$ cat config.mk
export PLATFORM = sky130hd
export DESIGN_NAME = rsa_modexp_unit_flat
export DESIGN_NICKNAME = d
export VERILOG_FILES = /design/src/rtl/rsa_modexp_unit_if.sv /design/src/rtl/rsa_modexp_unit.sv /design/src/flat_wrapper.sv
export SDC_FILE = /design/constraint.sdc
export NUM_CORES = 1
export LEC_CHECK = 0
export CORE_UTILIZATION = 59
export DETAILED_ROUTE_END_ITERATION = 10
export MAX_ROUTING_LAYER = met4
export PLACE_DENSITY_LB_ADDON = 0.3
export SYNTH_ARGS = -nofsm -noshare
export SYNTH_HDL_FRONTEND = slang
export SYNTH_SLANG_ARGS = --single-unit
$ cat constraint.sdc
create_clock -name clk -period 7.4 [get_ports clk]
set_input_delay 2.22 -clock clk [delete_from_list [all_inputs] [get_ports clk]]
set_output_delay 2.22 -clock clk [all_outputs]
set_load 0.01 [all_outputs]
$ cat src/rtl/rsa_modexp_unit_if.sv
// Operand/result bundle for rsa_modexp_unit: request side (master) and engine side (slave).
interface rsa_modexp_unit_if #(
    parameter int unsigned WIDTH     = 16,
    parameter int unsigned EXP_WIDTH = 16,
    parameter int unsigned CNT_W     = 24
);
    logic                 start;
    logic [WIDTH-1:0]     base;
    logic [EXP_WIDTH-1:0] exp;
    logic [WIDTH-1:0]     modulus;
    logic                 ready;
    logic                 done;
    logic                 err;
    logic [WIDTH-1:0]     result;
    logic [CNT_W-1:0]     cycle_count;

    modport master (
        output start, base, exp, modulus,
        input  ready, done, err, result, cycle_count
    );

    modport slave (
        input  start, base, exp, modulus,
        output ready, done, err, result, cycle_count
    );
endinterface

$ cat src/rtl/rsa_modexp_unit.sv
// Left-to-right square-and-multiply modular exponentiation with per-operation cycle count.
// Define RSA_CONST_TIME_EN to run the multiply for every exponent bit (exponent-independent timing).
module rsa_modexp_unit #(
    parameter int unsigned WIDTH     = 16,
    parameter int unsigned EXP_WIDTH = 16,
    parameter int unsigned CNT_W     = 24
) (
    input logic              clk,
    input logic              rst_n,
    rsa_modexp_unit_if.slave bus
);
    localparam int unsigned IW = (WIDTH > 1) ? $clog2(WIDTH) : 1;
    localparam int unsigned JW = (EXP_WIDTH > 1) ? $clog2(EXP_WIDTH) : 1;

    typedef enum logic [2:0] {StIdle, StCheck, StSqr, StMul, StDone} state_e;

    state_e               r_state, w_state_next;
    logic [WIDTH-1:0]     r_base, r_mod, r_acc, r_result;
    logic [EXP_WIDTH-1:0] r_exp;
    logic [JW-1:0]        r_j;
    logic [IW-1:0]        r_i;
    logic [WIDTH+1:0]     r_p;
    logic                 r_err;
    logic [CNT_W-1:0]     r_cnt, r_cycle_count;

    logic                 w_accept, w_op_err, w_last, w_exp_bit, w_do_mul, w_last_bit;
    logic                 w_bit_end;
    logic [WIDTH-1:0]     w_mul_b, w_acc_upd;
    logic [WIDTH+1:0]     w_n, w_p_dbl, w_p_red, w_p_add, w_p_next;
    logic [CNT_W-1:0]     w_cnt_inc;

    assign w_accept   = bus.start && (r_state == StIdle);
    assign w_op_err   = (r_mod < WIDTH'(2)) || (r_base >= r_mod);
    assign w_last     = (r_i == '0);
    assign w_exp_bit  = r_exp[r_j];
    assign w_last_bit = (r_j == '0);
    assign w_cnt_inc  = (r_cnt == '1) ? r_cnt : r_cnt + CNT_W'(1);
`ifdef RSA_CONST_TIME_EN
    assign w_do_mul   = 1'b1;
`else
    assign w_do_mul   = w_exp_bit;
`endif
    // Last multiply cycle that also finishes the current exponent bit
    assign w_bit_end  = w_last && ((r_state == StMul) || ((r_state == StSqr) && !w_do_mul));

    // One interleaved shift-add step; p stays below n after each step
    always_comb begin
        w_mul_b   = (r_state == StMul) ? r_base : r_acc;
        w_n       = {2'b00, r_mod};
        w_p_dbl   = r_p << 1;
        w_p_red   = (w_p_dbl >= w_n) ? w_p_dbl - w_n : w_p_dbl;
        w_p_add   = w_mul_b[r_i] ? w_p_red + {2'b00, r_acc} : w_p_red;
        w_p_next  = (w_p_add >= w_n) ? w_p_add - w_n : w_p_add;
        w_acc_upd = w_p_next[WIDTH-1:0];
`ifdef RSA_CONST_TIME_EN
        // Dummy multiply for a zero bit: product stays in r_p and is dropped
        if ((r_state == StMul) && !w_exp_bit) begin
            w_acc_upd = r_acc;
        end
`endif
    end

    always_ff @(posedge clk or negedge rst_n) begin
        if (!rst_n) begin
            r_state <= StIdle;
        end else begin
            r_state <= w_state_next;
        end
    end

    always_comb begin
        w_state_next = r_state;
        case (r_state)
            StIdle:  if (w_accept) w_state_next = StCheck;
            StCheck: w_state_next = w_op_err ? StDone : StSqr;
            StSqr: begin
                if (w_last) begin
                    if (w_do_mul)        w_state_next = StMul;
                    else if (w_last_bit) w_state_next = StDone;
                    else                 w_state_next = StSqr;
                end
            end
            StMul:   if (w_last) w_state_next = w_last_bit ? StDone : StSqr;
            StDone:  w_state_next = StIdle;
            default: w_state_next = StIdle;
        endcase
    end

    always_comb begin
        bus.ready = (r_state == StIdle);
        bus.done  = (r_state == StDone);
    end

    assign bus.err         = r_err;
    assign bus.result      = r_result;
    assign bus.cycle_count = r_cycle_count;

    always_ff @(posedge clk or negedge rst_n) begin
        if (!rst_n) begin
            r_base        <= '0;
            r_exp         <= '0;
            r_mod         <= '0;
            r_acc         <= '0;
            r_p           <= '0;
            r_i           <= '0;
            r_j           <= '0;
            r_cnt         <= '0;
            r_err         <= 1'b0;
            r_result      <= '0;
            r_cycle_count <= '0;
        end else begin
            // r_cnt holds the index of the current cycle, start cycle being 0
            if (w_accept) begin
                r_base <= bus.base;
                r_exp  <= bus.exp;
                r_mod  <= bus.modulus;
                r_cnt  <= CNT_W'(1);
            end else if ((r_state != StIdle) && (r_state != StDone)) begin
                r_cnt <= w_cnt_inc;
            end

            if (r_state == StCheck) begin
                r_acc <= WIDTH'(1);
                r_j   <= JW'(EXP_WIDTH - 1);
                r_i   <= IW'(WIDTH - 1);
                r_p   <= '0;
            end

            if ((r_state == StSqr) || (r_state == StMul)) begin
                if (w_last) begin
                    r_p   <= '0;
                    r_i   <= IW'(WIDTH - 1);
                    r_acc <= w_acc_upd;
                    if (w_bit_end && !w_last_bit) begin
                        r_j <= r_j - JW'(1);
                    end
                end else begin
                    r_p <= w_p_next;
                    r_i <= r_i - IW'(1);
                end
            end

            if (w_state_next == StDone) begin
                r_err         <= (r_state == StCheck);
                r_result      <= (r_state == StCheck) ? '0 : w_acc_upd;
                r_cycle_count <= w_cnt_inc;
            end
        end
    end
endmodule

$ cat src/flat_wrapper.sv
// flat-port wrapper written by rule: the top's interface ports become plain ports
module rsa_modexp_unit_flat 
#(
    parameter int unsigned WIDTH     = 16,
    parameter int unsigned EXP_WIDTH = 16,
    parameter int unsigned CNT_W     = 24
)
  (clk, rst_n, bus_start, bus_base, bus_exp, bus_modulus, bus_ready, bus_done, bus_err, bus_result, bus_cycle_count);
  rsa_modexp_unit_if #(.WIDTH(WIDTH), .EXP_WIDTH(EXP_WIDTH), .CNT_W(CNT_W)) bus_i ();
  input logic clk;
  input logic rst_n;
  input wire logic [$bits(bus_i.start)-1:0] bus_start;
  input wire logic [$bits(bus_i.base)-1:0] bus_base;
  input wire logic [$bits(bus_i.exp)-1:0] bus_exp;
  input wire logic [$bits(bus_i.modulus)-1:0] bus_modulus;
  output wire logic [$bits(bus_i.ready)-1:0] bus_ready;
  output wire logic [$bits(bus_i.done)-1:0] bus_done;
  output wire logic [$bits(bus_i.err)-1:0] bus_err;
  output wire logic [$bits(bus_i.result)-1:0] bus_result;
  output wire logic [$bits(bus_i.cycle_count)-1:0] bus_cycle_count;
  assign bus_i.start = bus_start;
  assign bus_i.base = bus_base;
  assign bus_i.exp = bus_exp;
  assign bus_i.modulus = bus_modulus;
  assign bus_ready = bus_i.ready;
  assign bus_done = bus_i.done;
  assign bus_err = bus_i.err;
  assign bus_result = bus_i.result;
  assign bus_cycle_count = bus_i.cycle_count;
  rsa_modexp_unit #(.WIDTH(WIDTH), .EXP_WIDTH(EXP_WIDTH), .CNT_W(CNT_W)) u_core (.clk(clk), .rst_n(rst_n), .bus(bus_i));
endmodule
Word level (Yosys, flattened, before mapping)
Index checks and enable logic that the tools add are counted.
{ "word_totals": {"ff_bits": 157, "out_inout_bits": 43, "word_cells": 79} }
{ "classes": {"addsub": 6, "magnitude_cmp": 6, "n_eq_ne": 7, "muxes": 32, "reduce_logical": 16} }
{ "ops": {"columns": ["op", "n"], "rows": [
  ["$mux W16", 5],
  ["$mux W24", 3],
  ["$mux W17", 4],
  ["$ge A18 B16 Y1", 2],
  ["$mux W18", 2],
  ["$mux W4", 7],
  ["$add A24 B1 Y24 const B", 1],
  ["$eq A24 B24 Y1 const B", 1],
  ["$add A18 B16 Y18", 1],
  ["$mux W3", 6],
  ["$sub A18 B16 Y18", 1],
  ["$sub A17 B16 Y17", 1],
  ["$ge A16 B16 Y1", 1],
  ["$lt A16 B2 Y1 const B", 1],
  ["$pmux W3 S4", 1],
  ["$lt A4 B5 Y1 const B", 2],
  ["$bmux W1 S4", 2],
  ["$logic_not A4 Y1", 2],
  ["$sub A4 B1 Y4 const B", 2],
  ["$eq A3 B2 Y1 const B", 2],
  ["$eq A3 B3 Y1 const B", 2],
  ["$logic_and A1 B1 Y1", 5],
  ["$reduce_bool A2 Y1", 2],
  ["$eq A3 B1 Y1 const B", 1],
  ["other kinds (6)", 10]
]} }

Depth between registers and ports, before layout
Gate-level depths: netlist (run 1).
{ "logic_depth": {"depth_word": 10, "mapped_depth": 31} }

Worst setup path after synthesis (run 1)
OpenSTA, ideal clock, no wires.
{ "synth_path": {"path_kind": "flip-flop to flip-flop", "start": "register u_core.r_mod[0]", "end": "register u_core.r_result[4] (netlist: u_core.bus.result[4])", "setup_ns": 0.122, "t_arrival_ns": 6.390, "required_ns": 7.278, "setup_slack_ns": 0.889, "stages_incl_launch_ff": 29, "n_path_buf": 2, "period_less_slack_ns": 6.511, "path_cell_list": "dfrtp_1 inv_1 fa_1 a211oi_1 o211a_1 o31a_1 o311a_1 buf_2 mux2i_1 inv_1 ha_1 a211oi_1 o21ai_1 a2111oi_0 nor3_1 xnor2_1 nand2_1 o21ai_0 inv_1 ha_1 a21oi_1 o21ai_0 nand3_1 o311ai_1 o41ai_1 o41a_1 clkbuf_1 nand3_1 a32o_1"} }
{ "synth_via": {"elab_chain_len": 7, "word_cells_on_any_way": 15} }
{ "synth_lines": {"columns": ["element", "line", "text"], "rows": [
  ["start: declaration", "rsa_modexp_unit.sv:18", "logic [WIDTH-1:0] r_base, r_mod, r_acc, r_result;"],
  ["start signal: assignment", "rsa_modexp_unit.sv:116", "r_mod <= bus.modulus;"],
  ["$sub A18 B16 Y18 or $ge A18 B16 Y1 (tied branches)", "rsa_modexp_unit.sv:51", "w_p_red = (w_p_dbl >= w_n) ? w_p_dbl - w_n : w_p_dbl;"],
  ["$mux W18", "rsa_modexp_unit.sv:51", null],
  ["$add A18 B16 Y18", "rsa_modexp_unit.sv:52", "w_p_add = w_mul_b[r_i] ? w_p_red + {2'b00, r_acc} : w_p_red;"],
  ["$mux W18", "rsa_modexp_unit.sv:52", null],
  ["$sub A17 B16 Y17 or $ge A18 B16 Y1 (tied branches)", "rsa_modexp_unit.sv:53", "w_p_next = (w_p_add >= w_n) ? w_p_add - w_n : w_p_add;"],
  ["$mux W17", "rsa_modexp_unit.sv:53", null],
  ["$mux W16", "rsa_modexp_unit.sv:145", "r_result <= (r_state == StCheck) ? '0 : w_acc_upd;"],
  ["end signal: assignment", "rsa_modexp_unit.sv:145", null],
  ["end: declaration", "rsa_modexp_unit.sv:18", null]
]} }
Parallel ways exist; a longest one is shown, timed or not.
A chain may end at the register's enable or synchronous reset.

Worst setup path in the final report (run 1)
{ "layout_path": {"start": "register u_core.r_mod[0]", "end": "register u_core.r_acc[6]"} }
{ "layout_via": {"elab_chain_len": 8, "word_cells_on_any_way": 10} }
{ "layout_lines": {"columns": ["element", "line", "text"], "rows": [
  ["$sub A18 B16 Y18 or $ge A18 B16 Y1 (tied branches)", "rsa_modexp_unit.sv:51", null],
  ["$mux W18", "rsa_modexp_unit.sv:51", null],
  ["$add A18 B16 Y18", "rsa_modexp_unit.sv:52", null],
  ["$mux W18", "rsa_modexp_unit.sv:52", null],
  ["$sub A17 B16 Y17 or $ge A18 B16 Y1 (tied branches)", "rsa_modexp_unit.sv:53", null],
  ["$mux W17 (*)", "rsa_modexp_unit.sv:53", null],
  ["$mux W16 (*)", "rsa_modexp_unit.sv:130", "if (w_last) begin"],
  ["$mux W16 (*)", "rsa_modexp_unit.sv:129", "if ((r_state == StSqr) || (r_state == StMul)) begin"],
  ["end signal: assignment", "rsa_modexp_unit.sv:133", "r_acc <= w_acc_upd;"],
  ["end: declaration", "rsa_modexp_unit.sv:18", null]
]} }
Every way passes the cells marked *; elsewhere a longest branch is shown, timed or not.

==> metrics.md, run 1 <==
| Metric | Value |
|---|---|
| Share of cells above drive strength 1 | `0.1172` |
| Synth Flop Type | `dfrtp_1` |
| Main area contributors after synthesis | `dfrtp_1, ha_1, mux2_2, o21ai_0, nand2_1` |
| Number of synthesized flops with an enable pin | `0` |
| M1 GR Usage | `0.4929` |
| Ys async rst share | `1.000` |
| Post-layout util | `0.7089` |
| Detailed Route Iter0 Violations | `873` |
| Worst min path class | `reg -> reg` |
| Fmax | `142.3 MHz` |
| Critical path type | `reg -> reg` |
| Commonest cells in the netlist | `dfrtp_1, nand2_1, o21ai_0, nor2_1, ha_1` |
| Reported max-cap violation count | `0` |
| CP arrival | `7.34 ns` |
| Final period util | `0.9496` |
| WL/cell | `20.94 microns` |
| Synth Net Count | `1247` |
| Endpoints failing setup | `0` |
| Ports | `94` |
| Core region area | `between 15000 and 20000 sq um` |
| Syn_area_per_cell | `9.317 sq um` |
| Crit-path max cell delay | `0.43 ns` |
| Max clock buf depth | `2` |
| DR vias | `9422` |
| Cell with the most instances after synthesis | `dfrtp_1` |
| CTS Buf Count | `17` |
| Total track usage | `0.3531` |
| Hold path cells | `1` |
| Register clock-pin slew on the reported worst setup and hold paths | `about 0.060 ns` |
| # nets final | `between 1000 and 1500` |
| Routed WL | `30.26 mm` |
| Root buffer cell | `clkbuf_16` |
| Unique masters post-synth | `between 70 and 80` |
| Number of synthesized register bits | `157` |
| DP HPWL | `22.33 mm` |
| Die area | `18300 sq um` |
| Tightest Pin Transition | `1.150 ns` |
| Hold Fails Final Rpt | `0` |
| CP startpoint kind | `flip-flop` |
| Die span in x | `135.3 microns` |
| Synth area leader | `dfrtp_1` |
| Average via count per standard cell | `about 6.5` |
| Final setup margin | `0.3731 ns` |
| Critical path required time | `7.71 ns` |
| CP max FO | `9` |
| Final Skew | `0.008122 ns` |
| Antenna-violating nets left | `0` |
| Fin. max-slew vios | `0` |
| Cells after Synth | `1125` |
| Fillers | `1301` |
| Post-synthesis sequential area ratio | `0.3748` |
| Relative slew slack | `0.2334` |
| GR peak layer | `met2` |
| First-pass GRT wire length | `47.62 mm` |
| H-tree Lvls | `4` |
| Total gr overflow | `0` |
| Crit-path slowest cell | `dfrtp_1` |
| Drt first pass iters | `6` |
| Vias in the first global route | `8863` |
| Port bufs | `93` |
| Pin count of the biggest net entering global routing | `103` |
| Final Critical Period | `approximately 7.0 ns` |
| N_diodes | `0` |
| Routability cong. | `0.9406` |
| Yosys top cell area share | `0.3748` |
| RSZ-0062 raised after global routing | `yes` |
| Critical Path End Type | `flip-flop` |
| Yosys Warn Count | `0` |
| Initial antenna violation count | `0` |
| FF-to-FF path depth | `31` |
| TritonCTS Sinks | `157` |
| TritonCTS clock tree | `yes` |
| Clk_lat worst skew | `0.43 ns` |
| DP Worst Slack | `0.2375 ns` |
| M2 GR Usage | `0.5151` |
| Status | `completed` |
| Mapped Area | `roughly 10000 sq um` |
| FP Rows | `48` |
| Met3 Use GR | `0.05911` |
| Die H | `about 140 microns` |
| Initial Utilization | `0.6060` |
| DRC | `0` |
| Synth-to-Final Area Change | `16.99%` |
-- sequential cells by signal, indices dropped and copies added, names as in the netlist, 16 cells and up --
name                    cells
u_core.r_base              16
u_core.r_mod               16
u_core.r_p                 17
u_core.bus.result          16
u_core.r_acc               16
u_core.bus.cycle_count     24
u_core.r_exp               16
u_core.r_cnt               24
-- layer usage --
metal | vias up | wire length (microns)
li1 | 4322 | -
met1 | 4525 | 12930
met2 | 499 | 13510
met3 | 76 | 2873
met4 | 0 | 947
met5 | - | 0
-- through the flow --
stage / hold WS (ns) / area [sq um] / std cells / setup TNS [ns]
detailed placement: 0.4794 / 11670 / 1413 / 0
floorplan: 0.4728 / 10480 / 1125 / 0
CTS: 0.4931 / 12220 / 1444 / 0
global placement: 0.4760 / 11670 / 1413 / 0
global route: 0.4980 / 12260 / 1445 / -0.003264
finish: 0.4889 / 12260 / 1445 / 0
-- layout make-up --
class,instances,area (sq um),share of cell area
multi-input cells,855,6147,0.5013
flip-flops and latches,157,3929,0.3204
repair buffers,120,1139,0.09286
clock buffers,21,460.4,0.03755
well taps,225,281.5,0.02296
inverters,57,214.0,0.01745
clock inverters,10,91.34,0.007449
-- logic make-up (layout without fill, tap and decap cells) --
family | Yosys count | in the layout | share of synthesized area
compound gates | 318 | 318 | 0.2027
xor+xnor | 56 | 56 | 0.04679
fa+ha+maj | 71 | 71 | 0.08691
buf+inv | 113 | 208 | 0.04333
flops | 157 | 157 | 0.3748
mux | 76 | 76 | 0.09419
simple gates | 334 | 334 | 0.1512
-- worst paths after layout --
check | slack [ns] | end | start
max in group asynchronous | 4.16 | u_core.r_p[6] | rst_n
min in group asynchronous | 1.89 | u_core.r_exp[11] | rst_n
min | 0.49 | u_core.bus.err | u_core.bus.err
min reg2reg | 0.49 | u_core.bus.err | u_core.bus.err
max reg2reg | 0.37 | u_core.r_acc[6] | u_core.r_mod[0]
max | 0.37 | u_core.r_acc[6] | u_core.r_mod[0]
-- worst max-delay path: cells and delay by family (launching register included) --
family,cells,cell delay (ns)
XOR/XNOR,1,0.15
AND/OR/NAND/NOR,8,1.15
AO/OA/AOI/OAI,12,3.03
adder cells (fa/ha/maj),4,1.23
buffers and inverters,6,0.89
flip-flops,1,0.43
-- placed cells by master (no fill, tap or decap), types with 15 or more instances in the layout --
| cell type | n |
|---|---|
| dfrtp_1 | 157 |
| nor2b_1 | 15 |
| nor2_1 | 84 |
| inv_1 | 54 |
| nor3_1 | 16 |
| buf_4 | 26 |
| xor2_1 | 18 |
| mux2_2 | 51 |
| nand3_1 | 39 |
| nand2_1 | 104 |
| a21o_1 | 18 |
| o21ai_0 | 100 |
| a21oi_1 | 55 |
| a32o_1 | 25 |
| clkdlybuf4s50_1 | 92 |
| clkbuf_16 | 17 |
| xnor2_1 | 38 |
| nand4_1 | 25 |
| ha_1 | 67 |
| o31ai_1 | 15 |
-- repair_timing --
item / 4_1_cts / 5_1_grt
hold buffers: 0 / 0
endpoints found under the setup margin: 0 / 49
resized for setup: 0 / 11
setup buffers: 0 / 1
Power of run 1 is left out: the tool's default activity adds up to more than one toggle a clock period on the data nets, which glitch-free logic cannot reach.
==> run 2, diff against run 1 <==
- SLEW_MARGIN: not set -> 40
==> metrics.md, run 2 (synthesis results as in run 1) <==
| Metric | Value |
|---|---|
| Status | `completed` |
| Detailed Route Iter0 Violations | `808` |
| RSZ-0062 raised after global routing | `no` |
| Fin. max-slew vios | `0` |
| Area occupied by multi-input gates | `approximately 6200 sq um` |
| WP buf/inv | `6` |
| Worst min path class | `reg -> reg` |
| Routed WL | `between 30 and 40 mm` |
| WHS Endpoint | `u_core.bus.result[3]` |
| Hold path cells | `1` |
| Total track usage | `0.3535` |
| Endpoints failing setup | `0` |
| Crit-path slowest cell | `dfrtp_1` |
| TritonCTS Sinks | `157` |
| Critical path required time | `between 7 and 8 ns` |
| M2 GR Usage | `0.5208` |
| CTS Buf Count | `17` |
| Root buffer cell | `clkbuf_16` |
| Antenna-violating nets left | `0` |
| CP max FO | `20` |
| Core region area | `17300 sq um` |
| Area post-placement | `11680 sq um` |
| Total gr overflow | `0` |
| Final Cell Area | `12290 sq um` |
| Commonest non-fill, non-tap cells in the layout | `dfrtp_1, nand2_1, o21ai_0` |
| Pin count of the biggest net entering global routing | `103` |
| FF-to-FF path depth | `31` |
| Ports | `94` |
| Relative slew slack | `0.4612` |
| Average via count per standard cell | `about 6.5` |
| Die area | `18300 sq um` |
| Share of cells above drive strength 1 | `0.1189` |
| Register clock-pin slew on the reported worst setup and hold paths | `0.06 ns` |
| First-pass GRT wire length | `47.75 mm` |
| Die span in x | `135.3 microns` |
| Drt first pass iters | `7` |
| Setup TNS | `0 ns` |
| Hold Fails Final Rpt | `0` |
| CP delay by family, top | `compound AO/OA/AOI/OAI gates` |
| Final Skew | `roughly 0.0052 ns` |
| DP HPWL | `~22 mm` |
| DRC | `0` |
| GR peak layer | `met2` |
| WL/cell | `20.82 microns` |
| Port bufs | `93` |
| Die H | `135.3 microns` |
| Crit-path max cell delay | `0.43 ns` |
| Critical Path End Type | `flip-flop` |
| Fillers | `1306` |
| Reported max-cap violation count | `0` |
| Setup slack, reg-to-reg | `~0.48 ns` |
| CP startpoint kind | `flip-flop` |
| CP arrival | `7.23 ns` |
| Reg area | `roughly 4000 sq um` |
| Tightest Pin Transition | `0.8083 ns` |
| Initial antenna violation count | `1` |
| Final period util | `0.9347` |
| # nets final | `1330` |
| Cell mode on critical path | `inv_1` |
| Synth-to-Final Area Change | `17.24%` |
| Fmax | `144.6 MHz` |
| TritonCTS clock tree | `yes` |
| Final Critical Period | `6.917 ns` |
| RR Endpoint | `u_core.r_p[2]` |
| Clk_lat worst skew | `0.43 ns` |
| Min-delay src | `u_core.bus.result[3]` |
| Commonest non-fill, non-tap cell in the layout | `dfrtp_1` |
| Vias in the first global route | `9053` |
| R2R Path Start | `u_core.r_mod[1]` |
| Initial Utilization | `0.6060` |
| H-tree Lvls | `4` |
| Max clock buf depth | `2` |
| DR vias | `9360` |
| FP Rows | `48` |
| Critical path type | `reg -> reg` |
| M1 GR Usage | `0.4916` |
| Routability cong. | `0.9406` |
| Met3 Use GR | `0.05425` |
[run 2: routing by layer]
layer | vias up | share of wire
met5 | - | 0
met4 | 0 | 0.026
met3 | 64 | 0.077
met2 | 421 | 0.45
met1 | 4561 | 0.45
li1 | 4314 | -
[run 2: worst max path at each step]
stage | slack [ns] | startpoint | cells past startpoint | endpoint
after floorplan | 0.89 | u_core.r_mod[0] | 28 | u_core.bus.result[4]
after global placement | 0.38 | u_core.r_mod[1] | 28 | u_core.bus.result[10]
after detailed placement | 0.23 | u_core.r_mod[1] | 28 | u_core.r_p[2]
after CTS | 0.18 | u_core.r_mod[1] | 28 | u_core.r_p[2]
after global routing | 0.02 | u_core.r_mod[0] | 28 | u_core.bus.result[10]
final | 0.48 | u_core.r_mod[1] | 31 | u_core.r_p[2]
[run 2: stage by stage]
stage,setup WS (ns),hold WS [ns],std cells,utilization
2_1_floorplan,0.8888,0.4728,1125,-
6_report,0.4829,0.4891,1447,0.7104
4_1_cts,0.1836,0.4939,1444,0.7070
3_5_place_dp,0.2299,0.4801,1413,0.6751
3_3_place_gp,0.3790,0.4760,1413,0.6746
5_1_grt,0.02491,0.5104,1446,0.7103
[run 2: layout make-up]
cell class / count / area share
antenna: 2 / 0.0004073
clock buffer: 21 / 0.03747
clock inverter: 10 / 0.007433
inverter: 57 / 0.01741
multi-input combinational: 855 / 0.5017
sequential: 157 / 0.3197
tap: 225 / 0.02291
timing repair buffer: 120 / 0.09296
[run 2: repair_timing]
item,4_1_cts,5_1_grt
endpoints found under the hold margin,0,0
resized for setup,0,9
buffers inserted,0,1
hold buffers,0,0
endpoints found under the setup margin,0,49
Power of run 2 is left out for the same reason.
==> run 3, diff against run 2 <==
- CELL_PAD_IN_SITES_DETAIL_PLACEMENT: not set -> 2
- CELL_PAD_IN_SITES_GLOBAL_PLACEMENT: not set -> 2
- CORE_UTILIZATION: 59 -> 37
==> metrics.md, run 3 (synthesis results as in run 1) <==
| Metric | Value |
|---|---|
| Die span in x | `approximately 170 microns` |
| Top sig layer | `met4` |
| Routed WL | `39.99 mm` |
| Final setup margin | `0.3478 ns` |
| Status | `completed` |
| CP max FO | `25` |
| Critical path type | `reg -> reg` |
| Share of cells above drive strength 1 | `0.1381` |
| DP HPWL | `29.11 mm` |
| Die H | `between 150 and 200 microns` |
| Met1 WL | `18.21 mm` |
| WP buf/inv | `6` |
| FF-to-FF path depth | `31` |
| Crit-path slowest cell | `ha_2` |
| Hold path cells | `1` |
| RR Endpoint | `u_core.r_acc[6]` |
| Final Critical Period | `between 7 and 8 ns` |
| Cell mode on critical path | `inv_1` |
| Worst Hold Slack | `0.4991 ns` |
| Max clock buf depth | `2` |
| Initial antenna violation count | `2` |
| CP arrival | `7.38 ns` |
| Crit-path max cell delay | `0.42 ns` |
| TritonCTS Sinks | `157` |
| DRC | `0` |
| Die area | `29010 sq um` |
| Synth-to-Final Area Change | `21.55%` |
| R2R Path Start | `u_core.r_mod[2]` |
| Reported max-cap violation count | `0` |
| Clk_lat worst skew | `0.45 ns` |
| Fillers | `2978` |
| Detailed Route Iter0 Violations | `603` |
| FP Rows | `61` |
| Drt first pass iters | `5` |
| CTS Hold Bufs | `0` |
| Total gr overflow | `0` |
| TritonCTS clock tree | `yes` |
| CP startpoint kind | `flip-flop` |
| Vias in the first global route | `10550` |
| DP Worst Slack | `-0.1271 ns` |
| Critical Path End Type | `flip-flop` |
| Antenna-violating nets left | `0` |
| CTS Buf Count | `17` |
| Initial Utilization | `0.3762` |
| Register clock-pin slew on the reported worst setup and hold paths | `0.07 ns` |
| Worst min path class | `reg -> reg` |
| First-pass GRT wire length | `62.30 mm` |
| Setup slack, reg-to-reg | `0.35 ns` |
| # nets final | `1347` |
| Final Cell Area | `12740 sq um` |
| Detail Route met2 WL | `19.01 mm` |
| Final Skew | `0.01055 ns` |
| WHS Endpoint | `u_core.bus.result[3]` |
| Fmax | `141.8 MHz` |
| Port bufs | `93` |
| Core region area | `about 28000 sq um` |
| Endpoints failing setup | `0` |
| CP delay by family, top | `compound AO/OA/AOI/OAI gates` |
| DR WL met3 | `1.834 mm` |
| Area post-placement | `~12000 sq um` |
| DR vias | `9678` |
| Average via count per standard cell | `about 6.0` |
| H-tree Lvls | `4` |
| Relative slew slack | `0.3980` |
| Post-layout util | `0.4573` |
| Routability cong. | `between 0.9 and 1` |
| Fin. max-slew vios | `0` |
| Tightest Pin Transition | `0.9008 ns` |
| Critical path required time | `7.73 ns` |
| Final period util | `0.9530` |
| Total track usage | `0.2934` |
| Root buffer cell | `clkbuf_16` |
| Commonest non-fill, non-tap cell in the layout | `dfrtp_1` |
| Commonest non-fill, non-tap cells in the layout | `dfrtp_1, nand2_1, o21ai_0` |
| Hold Fails Final Rpt | `0` |
| Min-delay src | `u_core.bus.result[3]` |
| Pin count of the biggest net entering global routing | `106` |
| WL/cell | `about 25 microns` |
| Ports | `94` |
-- run 3: metrics by stage --
stage / instances / setup TNS (ns)
after floorplan: 1125 / 0
after global placement: 1578 / 0
after detailed placement: 1578 / -0.6121
after CTS: 1611 / 0
after global routing: 1618 / -0.09366
final: 1618 / 0
-- run 3: worst register-to-register path: cells and delay by family (launching register included) --
family	cells	cell delay, ns
buffers and inverters	6	0.94
DFF	1	0.35
adders and majority gates	4	1.47
xor gates and xnor gates	1	0.12
and+or+nand+nor	5	0.70
AOI/OAI and AO/OA	15	3.34
-- run 3: worst max-delay path by stage --
stage,cells past startpoint,start,endpoint,slack [ns]
floorplan,28,u_core.r_mod[0],u_core.bus.result[4],0.89
global placement,28,u_core.r_mod[1],u_core.r_acc[6],0.26
detailed placement,28,u_core.r_mod[1],u_core.bus.result[10],-0.13
CTS,28,u_core.r_mod[1],u_core.r_acc[6],0.005
global route,31,u_core.r_mod[2],u_core.r_acc[6],-0.04
finish,31,u_core.r_mod[2],u_core.r_acc[6],0.35
-- run 3: timing repair --
action | 4_1_cts | 5_1_grt
endpoints found under the hold margin | 0 | 0
gates resized for setup | 5 | 14
setup buffers | 1 | 4
pin swaps | 0 | 3
setup endpoints to repair | 22 | 49
-- run 3: cell type report --
class,count,area [sq um],share of cell area
inverters,57,214.0,0.01679
clock inverters,12,160.2,0.01257
clock buffers,20,466.7,0.03663
flip-flops and latches,157,3929,0.3084
multi-input cells,855,6190,0.4859
well taps,378,473.0,0.03712
diodes,2,5.005,0.0003929
repair buffers,137,1303,0.1022
-- run 3: metal layers --
layer	global-route usage	vias to the layer above
met5	-	-
met1	0.3774	4992
met4	0.09440	0
met3	0.05023	72
li1	-	4347
met2	0.4686	267
Power of run 3 is left out for the same reason.
